## src/rtl/multi_queue_if.sv

```systemverilog
// Handshake bundle for multi_queue: producer side (start/in/delay) and
// consumer side (done/out/out_ready) plus status outputs.
interface multi_queue_if #(
  parameter int WIDTH   = 32,
  parameter int DEPTH   = 4,
  parameter int DELAY_W = 4
);
  localparam int CNT_W = $clog2(DEPTH) + 1;

  logic               start;
  logic [WIDTH-1:0]   in;
  logic [DELAY_W-1:0] delay;
  logic               ready;
  logic               done;
  logic [WIDTH-1:0]   out;
  logic               out_ready;
  logic [CNT_W-1:0]   count;
  logic               dropped;

  modport master (
    output start, in, delay, out_ready,
    input  ready, done, out, count, dropped
  );

  modport slave (
    input  start, in, delay, out_ready,
    output ready, done, out, count, dropped
  );
endinterface

```

## src/rtl/multi_queue.sv

```systemverilog
// In-order delay queue: each accepted payload completes once it has spent
// its own delay cycles at the head; completions are held until consumed.
module multi_queue #(
  parameter int WIDTH   = 32,
  parameter int DEPTH   = 4,
  parameter int DELAY_W = 4
) (
  input logic          clock,
  input logic          reset_n,
  multi_queue_if.slave bus
);
  localparam int PTR_W = $clog2(DEPTH);
  localparam int CNT_W = PTR_W + 1;

  logic [WIDTH-1:0]   mem_data  [DEPTH];
  logic [DELAY_W-1:0] mem_delay [DEPTH];

  logic [PTR_W-1:0]   wr_ptr;
  logic [PTR_W-1:0]   rd_ptr;
  logic [CNT_W-1:0]   count_q;
  logic [DELAY_W-1:0] head_cnt;
  logic               dropped_q;

  logic               not_empty;
  logic               ready_int;
  logic               done_int;
  logic               accept;
  logic               pop;
  logic [DELAY_W-1:0] head_delay;

  assign not_empty  = (count_q != '0);
  assign ready_int  = (count_q < CNT_W'(DEPTH));
  assign head_delay = mem_delay[rd_ptr];
  assign done_int   = not_empty && (head_cnt == head_delay);
  assign accept     = bus.start && ready_int;
  assign pop        = done_int && bus.out_ready;

  assign bus.ready   = ready_int;
  assign bus.done    = done_int;
  assign bus.out     = done_int ? mem_data[rd_ptr] : '0;
  assign bus.count   = count_q;
  assign bus.dropped = dropped_q;

  // Payload storage is left unreset; done gates every read of it.
  always_ff @(posedge clock) begin
    if (accept) begin
      mem_data[wr_ptr]  <= bus.in;
      mem_delay[wr_ptr] <= bus.delay;
    end
  end

  always_ff @(posedge clock or negedge reset_n) begin
    if (!reset_n) begin
      wr_ptr    <= '0;
      rd_ptr    <= '0;
      count_q   <= '0;
      dropped_q <= 1'b0;
    end else begin
      dropped_q <= bus.start && !ready_int;
      if (accept) wr_ptr <= wr_ptr + PTR_W'(1);
      if (pop)    rd_ptr <= rd_ptr + PTR_W'(1);
      case ({accept, pop})
        2'b10:   count_q <= count_q + CNT_W'(1);
        2'b01:   count_q <= count_q - CNT_W'(1);
        default: count_q <= count_q;
      endcase
    end
  end

  // Head age saturates at the head delay so a stalled completion stays put.
  always_ff @(posedge clock or negedge reset_n) begin
    if (!reset_n) begin
      head_cnt <= '0;
    end else if (pop) begin
      head_cnt <= '0;
    end else if (not_empty && (head_cnt < head_delay)) begin
      head_cnt <= head_cnt + DELAY_W'(1);
    end
  end
endmodule

```

## src/flat_wrapper.sv

```systemverilog
// flat-port wrapper written by rule: the top's interface ports become plain ports
module multi_queue_flat 
#(
  parameter int WIDTH   = 32,
  parameter int DEPTH   = 4,
  parameter int DELAY_W = 4
)
  (clock, reset_n, bus_start, bus_in, bus_delay, bus_out_ready, bus_ready, bus_done, bus_out, bus_count, bus_dropped);
  multi_queue_if #(.WIDTH(WIDTH), .DEPTH(DEPTH), .DELAY_W(DELAY_W)) bus_i ();
  input logic clock;
  input logic reset_n;
  input wire logic [$bits(bus_i.start)-1:0] bus_start;
  input wire logic [$bits(bus_i.in)-1:0] bus_in;
  input wire logic [$bits(bus_i.delay)-1:0] bus_delay;
  input wire logic [$bits(bus_i.out_ready)-1:0] bus_out_ready;
  output wire logic [$bits(bus_i.ready)-1:0] bus_ready;
  output wire logic [$bits(bus_i.done)-1:0] bus_done;
  output wire logic [$bits(bus_i.out)-1:0] bus_out;
  output wire logic [$bits(bus_i.count)-1:0] bus_count;
  output wire logic [$bits(bus_i.dropped)-1:0] bus_dropped;
  assign bus_i.start = bus_start;
  assign bus_i.in = bus_in;
  assign bus_i.delay = bus_delay;
  assign bus_i.out_ready = bus_out_ready;
  assign bus_ready = bus_i.ready;
  assign bus_done = bus_i.done;
  assign bus_out = bus_i.out;
  assign bus_count = bus_i.count;
  assign bus_dropped = bus_i.dropped;
  multi_queue #(.WIDTH(WIDTH), .DEPTH(DEPTH), .DELAY_W(DELAY_W)) u_core (.clock(clock), .reset_n(reset_n), .bus(bus_i));
endmodule
```

## config.mk

```make
export PLATFORM = sky130hd
export DESIGN_NAME = multi_queue_flat
export DESIGN_NICKNAME = d
export VERILOG_FILES = /design/src/rtl/multi_queue_if.sv /design/src/rtl/multi_queue.sv /design/src/flat_wrapper.sv
export SDC_FILE = /design/constraint.sdc
export NUM_CORES = 1
export LEC_CHECK = 0
export ABC_CLOCK_PERIOD_IN_PS = 2900
export BUFFER_PORTS_ARGS = -buffer_cell sky130_fd_sc_hd__buf_2
export CAP_MARGIN = 10
export CORE_ASPECT_RATIO = 1.5
export CORE_MARGIN = 1.5
export CORE_UTILIZATION = 54
export CTS_BUF_LIST = sky130_fd_sc_hd__clkbuf_4
export DETAILED_ROUTE_END_ITERATION = 10
export GPL_TIMING_DRIVEN = 0
export HOLD_SLACK_MARGIN = 0.03
export MAX_ROUTING_LAYER = met4
export PLACE_DENSITY = 0.75
export SLEW_MARGIN = 10
export SYNTH_ARGS = -nofsm -noshare
export SYNTH_HDL_FRONTEND = slang
export SYNTH_SLANG_ARGS = --single-unit
export TNS_END_PERCENT = 50
```

## constraint.sdc

```tcl
create_clock -name clock -period 2.9 [get_ports clock]
set_input_delay 0.145 -clock clock [delete_from_list [all_inputs] [get_ports clock]]
set_output_delay 0.145 -clock clock [all_outputs]
set_load 0.02 [all_outputs]
```

---- Word level (Yosys, flattened, before mapping) ----
Memory sizes are Yosys's and may differ from the RTL's.
Cells that the tools add are included.
operators by class
  $lt $le $gt $ge ......................... 2
  equal/unequal tests ..................... 3
  $add $sub $neg .......................... 5
  reduce and logical (&&, ||, !) cells .... 9
  mux-type cells .......................... 6
operator list
  cell                                               number
  two-way mux 32 bit                                 1
  two-way mux 4 bit                                  2
  case mux 3 bit (2 select lines)                    1
  logical AND 1 bit                                  5
  adder 2 x 1 -> 2 bit, second input constant        2
  adder 4 x 1 -> 4 bit, second input constant        1
  == test 4 bit                                      1
  less-than comparator 4 bit                         1
  nonzero test 2 bit                                 2
  adder 3 x 1 -> 3 bit, second input constant        1
  less-than comparator 3 bit, second input constant  1
  nonzero test 3 bit                                 1
  subtractor 3 x 1 -> 3 bit, second input constant   1
  == test 2 x 1 -> 1 bit, second input constant      1
  == test 2 bit, second input constant               1
  two-way mux 1 bit                                  2
  logical NOT 1 bit                                  1
storage, ports and cells
  word-level logic and storage cells ...... 32
  bits in registers ....................... 12
  bits in writable memories ............... 144
  bits of input ports ..................... 40
  memories ................................ 2
  output and inout bits ................... 38
memory list
  memory            depth  width  read ports  clocked after Yosys merged registers in  write ports  line               text
  u_core.mem_data   4      32     1           0                                        1            multi_queue.sv:15  logic [WIDTH-1:0] mem_data [DEPTH];
  u_core.mem_delay  4      4      1           0                                        1            multi_queue.sv:16  logic [DELAY_W-1:0] mem_delay [DEPTH];

---- Depth between registers and ports, before layout ----
An unclocked memory read counts as a cell.
  depth in word-level cells ............... 6
  mapped depth ............................ 13
  mapped depth without buffers ............ 11

---- Least setup slack after synthesis ----
OpenSTA, ideal clock, no wires.
  path type ............................... reg-to-reg
  from .................................... register u_core.rd_ptr[0]
  to ...................................... register u_core.count_q[2] (netlist: u_core.bus.count[2])
  required time ........................... 2.820 ns
  stages on the path, launching flop included .. 13
  path buffers ............................ 2
  arrival time ............................ 2.891 ns
  library setup time ...................... 0.080 ns
  period minus slack after synthesis ...... 2.971 ns
  slack ................................... -0.071 ns
  cells stage by stage .................... dfrtp_1 > buf_6 > buf_12 > mux4_2 > ha_1 > nand4_1 > nor3b_4 > ha_1 > inv_1 > fa_1 > xor2_1 > nor2_1 > xnor2_1
between the ends
  longest elaborated chain between the ends .. 6
  elaborated cells between the ends (all ways) .. 8
  those cells by class .................... eq/ne: 3; mux: 1; reduce/logical: 3; memory: 1
RTL lines
  element                                                                       line               text
  start: declaration                                                            multi_queue.sv:19  logic [PTR_W-1:0] rd_ptr;
  start signal: assignment                                                      multi_queue.sv:61  if (pop) rd_ptr <= rd_ptr + PTR_W'(1);
  memory read (4 x 4 bit) (*)                                                   -
  == test 4 bit (*)                                                             multi_queue.sv:34  assign done_int = not_empty && (head_cnt == head_delay);
  logical AND 1 bit (*)                                                         multi_queue.sv:34
  logical AND 1 bit (*)                                                         multi_queue.sv:36  assign pop = done_int && bus.out_ready;
  named net u_core.pop                                                          multi_queue.sv:28  logic pop;
  == test 2 x 1 -> 1 bit / == test 2 bit (equally long branches)                multi_queue.sv:62  case ({accept, pop})
  case mux 3 bit (2 select lines) / nonzero test 2 bit (equally long branches)  -
  end signal: assignment                                                        multi_queue.sv:63  2'b10: count_q <= count_q + CNT_W'(1);
  end signal: assignment                                                        multi_queue.sv:64  2'b01: count_q <= count_q - CNT_W'(1);
  end signal: assignment                                                        multi_queue.sv:65  default: count_q <= count_q;
  end: declaration                                                              multi_queue.sv:20  logic [CNT_W-1:0] count_q;
The timed path passes the listed nets; every way through them passes the cells marked *.
A chain may end at the register's enable or synchronous reset.

---- Worst setup path in the final report ----
Same ends and word-level chain as after synthesis.

==> impl_metrics.csv <==
group,metric,value,unit
drt,viasPerCell,5.35,
yosys,syn_avg_cell_area,20.9,sq um
drt,via_count,3270,
drt,drt_iter0_drc,151,
floorplan,core,11100,sq um
setup_path,critPathMaxStageDelay,0.49,ns
yosys,ys_seq_area_share,74.2,%
timing,tightest_slew,0.597,ns
power_and_ir_drop,ir_drop,396,uV
global_route,grt_pass1_vias,3529,
global_route,grt.overflow.total,0,
timing,worst_slack,-0.0979,ns
power_and_ir_drop,cellPowerDensity,891,nW/um^2
placed_design,dp_hpwl,7.03,mm
finish,final_common_cell,"edfxtp_1",
setup_path,cp.required,3.37,ns
run,drv_cap,0,
finish,drive_gt1_share,41.7,%
clock_tree,clkSinkCount,156,
finish,layout.nets,501,
setup_path,critPathLaunchType,"flip-flop",
placed_design,post-place-ws,-0.364,ns
finish,n_fill_cell,671,
run_status,status,"finished, violations left",
setup_path,path_cells,"buf_12 -> mux4_2 -> ha_1 -> nand4_1 -> buf_4 -> nor3b_4 -> ha_2 -> inv_1 -> fa_2 -> xor2_1 -> nor2_1 -> xnor2_1",
drt,first_pass_iters,4,
setup_path,worstPathArrival,3.47,ns
floorplan,die_w,90.7,um
floorplan,fp.dieH,135,um
timing,min_period_over_period,103,%
yosys,netlist.top_cell.by_area,"edfxtp_1",
timing,min_period,3.00,ns
floorplan,rows,47,
clock_tree,cts_tree,"done",
setup_path,crit_fanout,7,
clock_tree,clockRootBuffer,"clkbuf_4",
setup_path,slowest_stage,"mux4_2",
placed_design,routabilityCongestion,0.736,
run_status,violations,"setup timing",
clock_tree,htreeDepth,4,
drt,drcViolationCount,0,
setup_path,r2r_slack,-0.1,ns
yosys,synth_top_area_share,69.4,%
floorplan,die_area,12200,sq um
timing,rsz0062_at_grt,"yes",
timing,relSlewSlack,60.1,%
setup_path,end_kind,"flip-flop",
power_and_ir_drop,p_total,7.13,mW
power_and_ir_drop,leakage,2.93,nW
clock_tree,clockBufferDepth,2,
timing,hold_viol_final,0,
clock_tree,clk_pin_slew,0.14,ns
drt,antenna_left,0,
yosys,yosys-top-cells-area,"edfxtp_1 (69%), mux4_2 (10%), dfrtp_1 (4.8%)",
min_path,hp-class,"input pin to flip-flop",
finish,area_delta_synth_final,28.3,%
global_route,antenna_found_initial,1,
timing,finalClockSkew,0.0217,ns
drt,wl,11.7,mm
yosys,syn_area,6230,sq um
clock_tree,clk_latency,0.53,ns
drt,wl_per_cell,19.2,um
yosys,yosysWarnings,0,
floorplan,io_pins,78,
placed_design,place.port_buffers,77,
setup_path,path_class,"flip-flop to flip-flop",
timing,whs,0.265,ns
yosys,ys_ff_latch,156,
yosys,syn-num-nets,349,
yosys,synthCells,298,
timing,max_freq,334,MHz
floorplan,start_util,56.1,%
setup_path,cp.buffers_inverters,3,
timing,slew_viol_final,0,
finish,final_cell_mix,"edfxtp_1 (144), buf_2 (47), dlygate4sd3_1 (39)",
setup_path,critPathTopFamily,"adder cells",
clock_tree,cts_buffers,17,
global_route,track_usage,21.4,%
timing,setup_viol,2,
global_route,grt_max_degree,30,
global_route,grt_pass1_wl,18.5,mm
yosys,yosysUniqueCellTypes,34,
-- synthesized netlist by cell type (all sizes together) --
cell type,count
o41ai,2
mux4,36
xor2,2
nor3b,1
nor2,4
a21oi,5
edfxtp,144
nand3,1
nand3b,1
nor2b,1
o31ai,2
dfrtp,12
fa,1
and2,37
inv,12
xnor2,4
clkbuf,4
mux2i,1
o21ai,2
or4b,2
nand4,1
nand2,2
ha,10
buf,8
nor3,1
or4,1
nand2b,1
-- cells by family (layout without fill, tap and decap cells) --
logic type,Yosys count,count (layout),synth area share [%]
buffers and inverters,24,189,2.23
muxes,37,37,13.6
adders and majority gates,11,11,2.33
other,0,1,0
AOI/OAI and AO/OA,11,11,1.08
DFF,156,156,74.2
xor gates and xnor gates,6,6,0.843
and+or+nand+nor,53,53,5.74
-- area by class of cell --
class | instances | area [sq um] | share of cell area (%)
inverter | 12 | 45.0 | 0.563
antenna | 1 | 2.50 | 0.0313
multi-input combinational | 118 | 1530 | 19.1
timing repair buffer | 134 | 1150 | 14.4
clock inverter | 14 | 194 | 2.43
clock buffer | 18 | 135 | 1.69
buffer | 11 | 133 | 1.66
sequential | 156 | 4620 | 57.8
tap | 147 | 184 | 2.30
-- stage by stage --
step           area (sq um)  utilization, %  setup TNS (ns)  instances
2_1_floorplan          6240               -         -0.0685        298
3_3_place_gp           6810            61.3           -3.21        522
3_5_place_dp           6890            62.0           -2.32        526
4_1_cts                7970            71.7           -1.18        607
5_1_grt                8000            71.9           -3.44        611
6_report               8000            71.9          -0.110        611
-- state kept, by name (all words and copies together) (netlist names) --
name / flops
u_core.rd_ptr: 2
u_core.bus.count: 3
u_core.bus.dropped: 1
u_core.wr_ptr: 2
u_core.mem_data: 128
u_core.mem_delay: 16
u_core.head_cnt: 4
-- layer usage --
metal	wire, um	share of wire [%]	GRT usage, %	vias to the layer above
li1	-	-	-	1499
met1	4600	39	24.0	1677
met2	6560	56	37.7	78
met3	362	3.1	4.67	16
met4	199	1.7	7.94	0
met5	0	0	-	-
-- worst min-delay path: stages --
cell and delay [ns]:
buf_2 0.08, nor3b_4 0.23, ha_2 0.23, mux2i_1 0.07
-- worst paths after layout --
kind                                                   end  depth (start not counted)                      startpoint
setup / recovery           u_core.bus.count[2]$_DFFE_PN0P_                         12    u_core.rd_ptr[0]$_DFFE_PN0P_
hold / removal             u_core.bus.count[1]$_DFFE_PN0P_                          4                   bus_out_ready
setup reg to reg           u_core.bus.count[2]$_DFFE_PN0P_                         12    u_core.rd_ptr[0]$_DFFE_PN0P_
hold reg to reg             u_core.head_cnt[3]$_DFFE_PN0P_                          2  u_core.head_cnt[3]$_DFFE_PN0P_
max in group asynchronous     u_core.rd_ptr[1]$_DFFE_PN0P_                          3                         reset_n
min in group asynchronous     u_core.wr_ptr[1]$_DFFE_PN0P_                          3                         reset_n
-- where the power goes --
group / switching [mW] / internal [mW]
Combinational: 1.31 / 1.40
Sequential: 0.145 / 2.83
Clock: 0.742 / 0.696
-- timing repair --
| item | CTS | global route |
|---|---|---|
| setup buffers | 9 | 3 |
| resized for setup | 91 | 3 |
| hold buffers | 39 | 0 |
| pin swaps | 4 | 3 |
| gates cloned | 2 | 0 |
| endpoints found under the hold margin | 157 | 0 |
| setup endpoints to repair | 35 | 35 |
(Power assumes the default switching activity.)
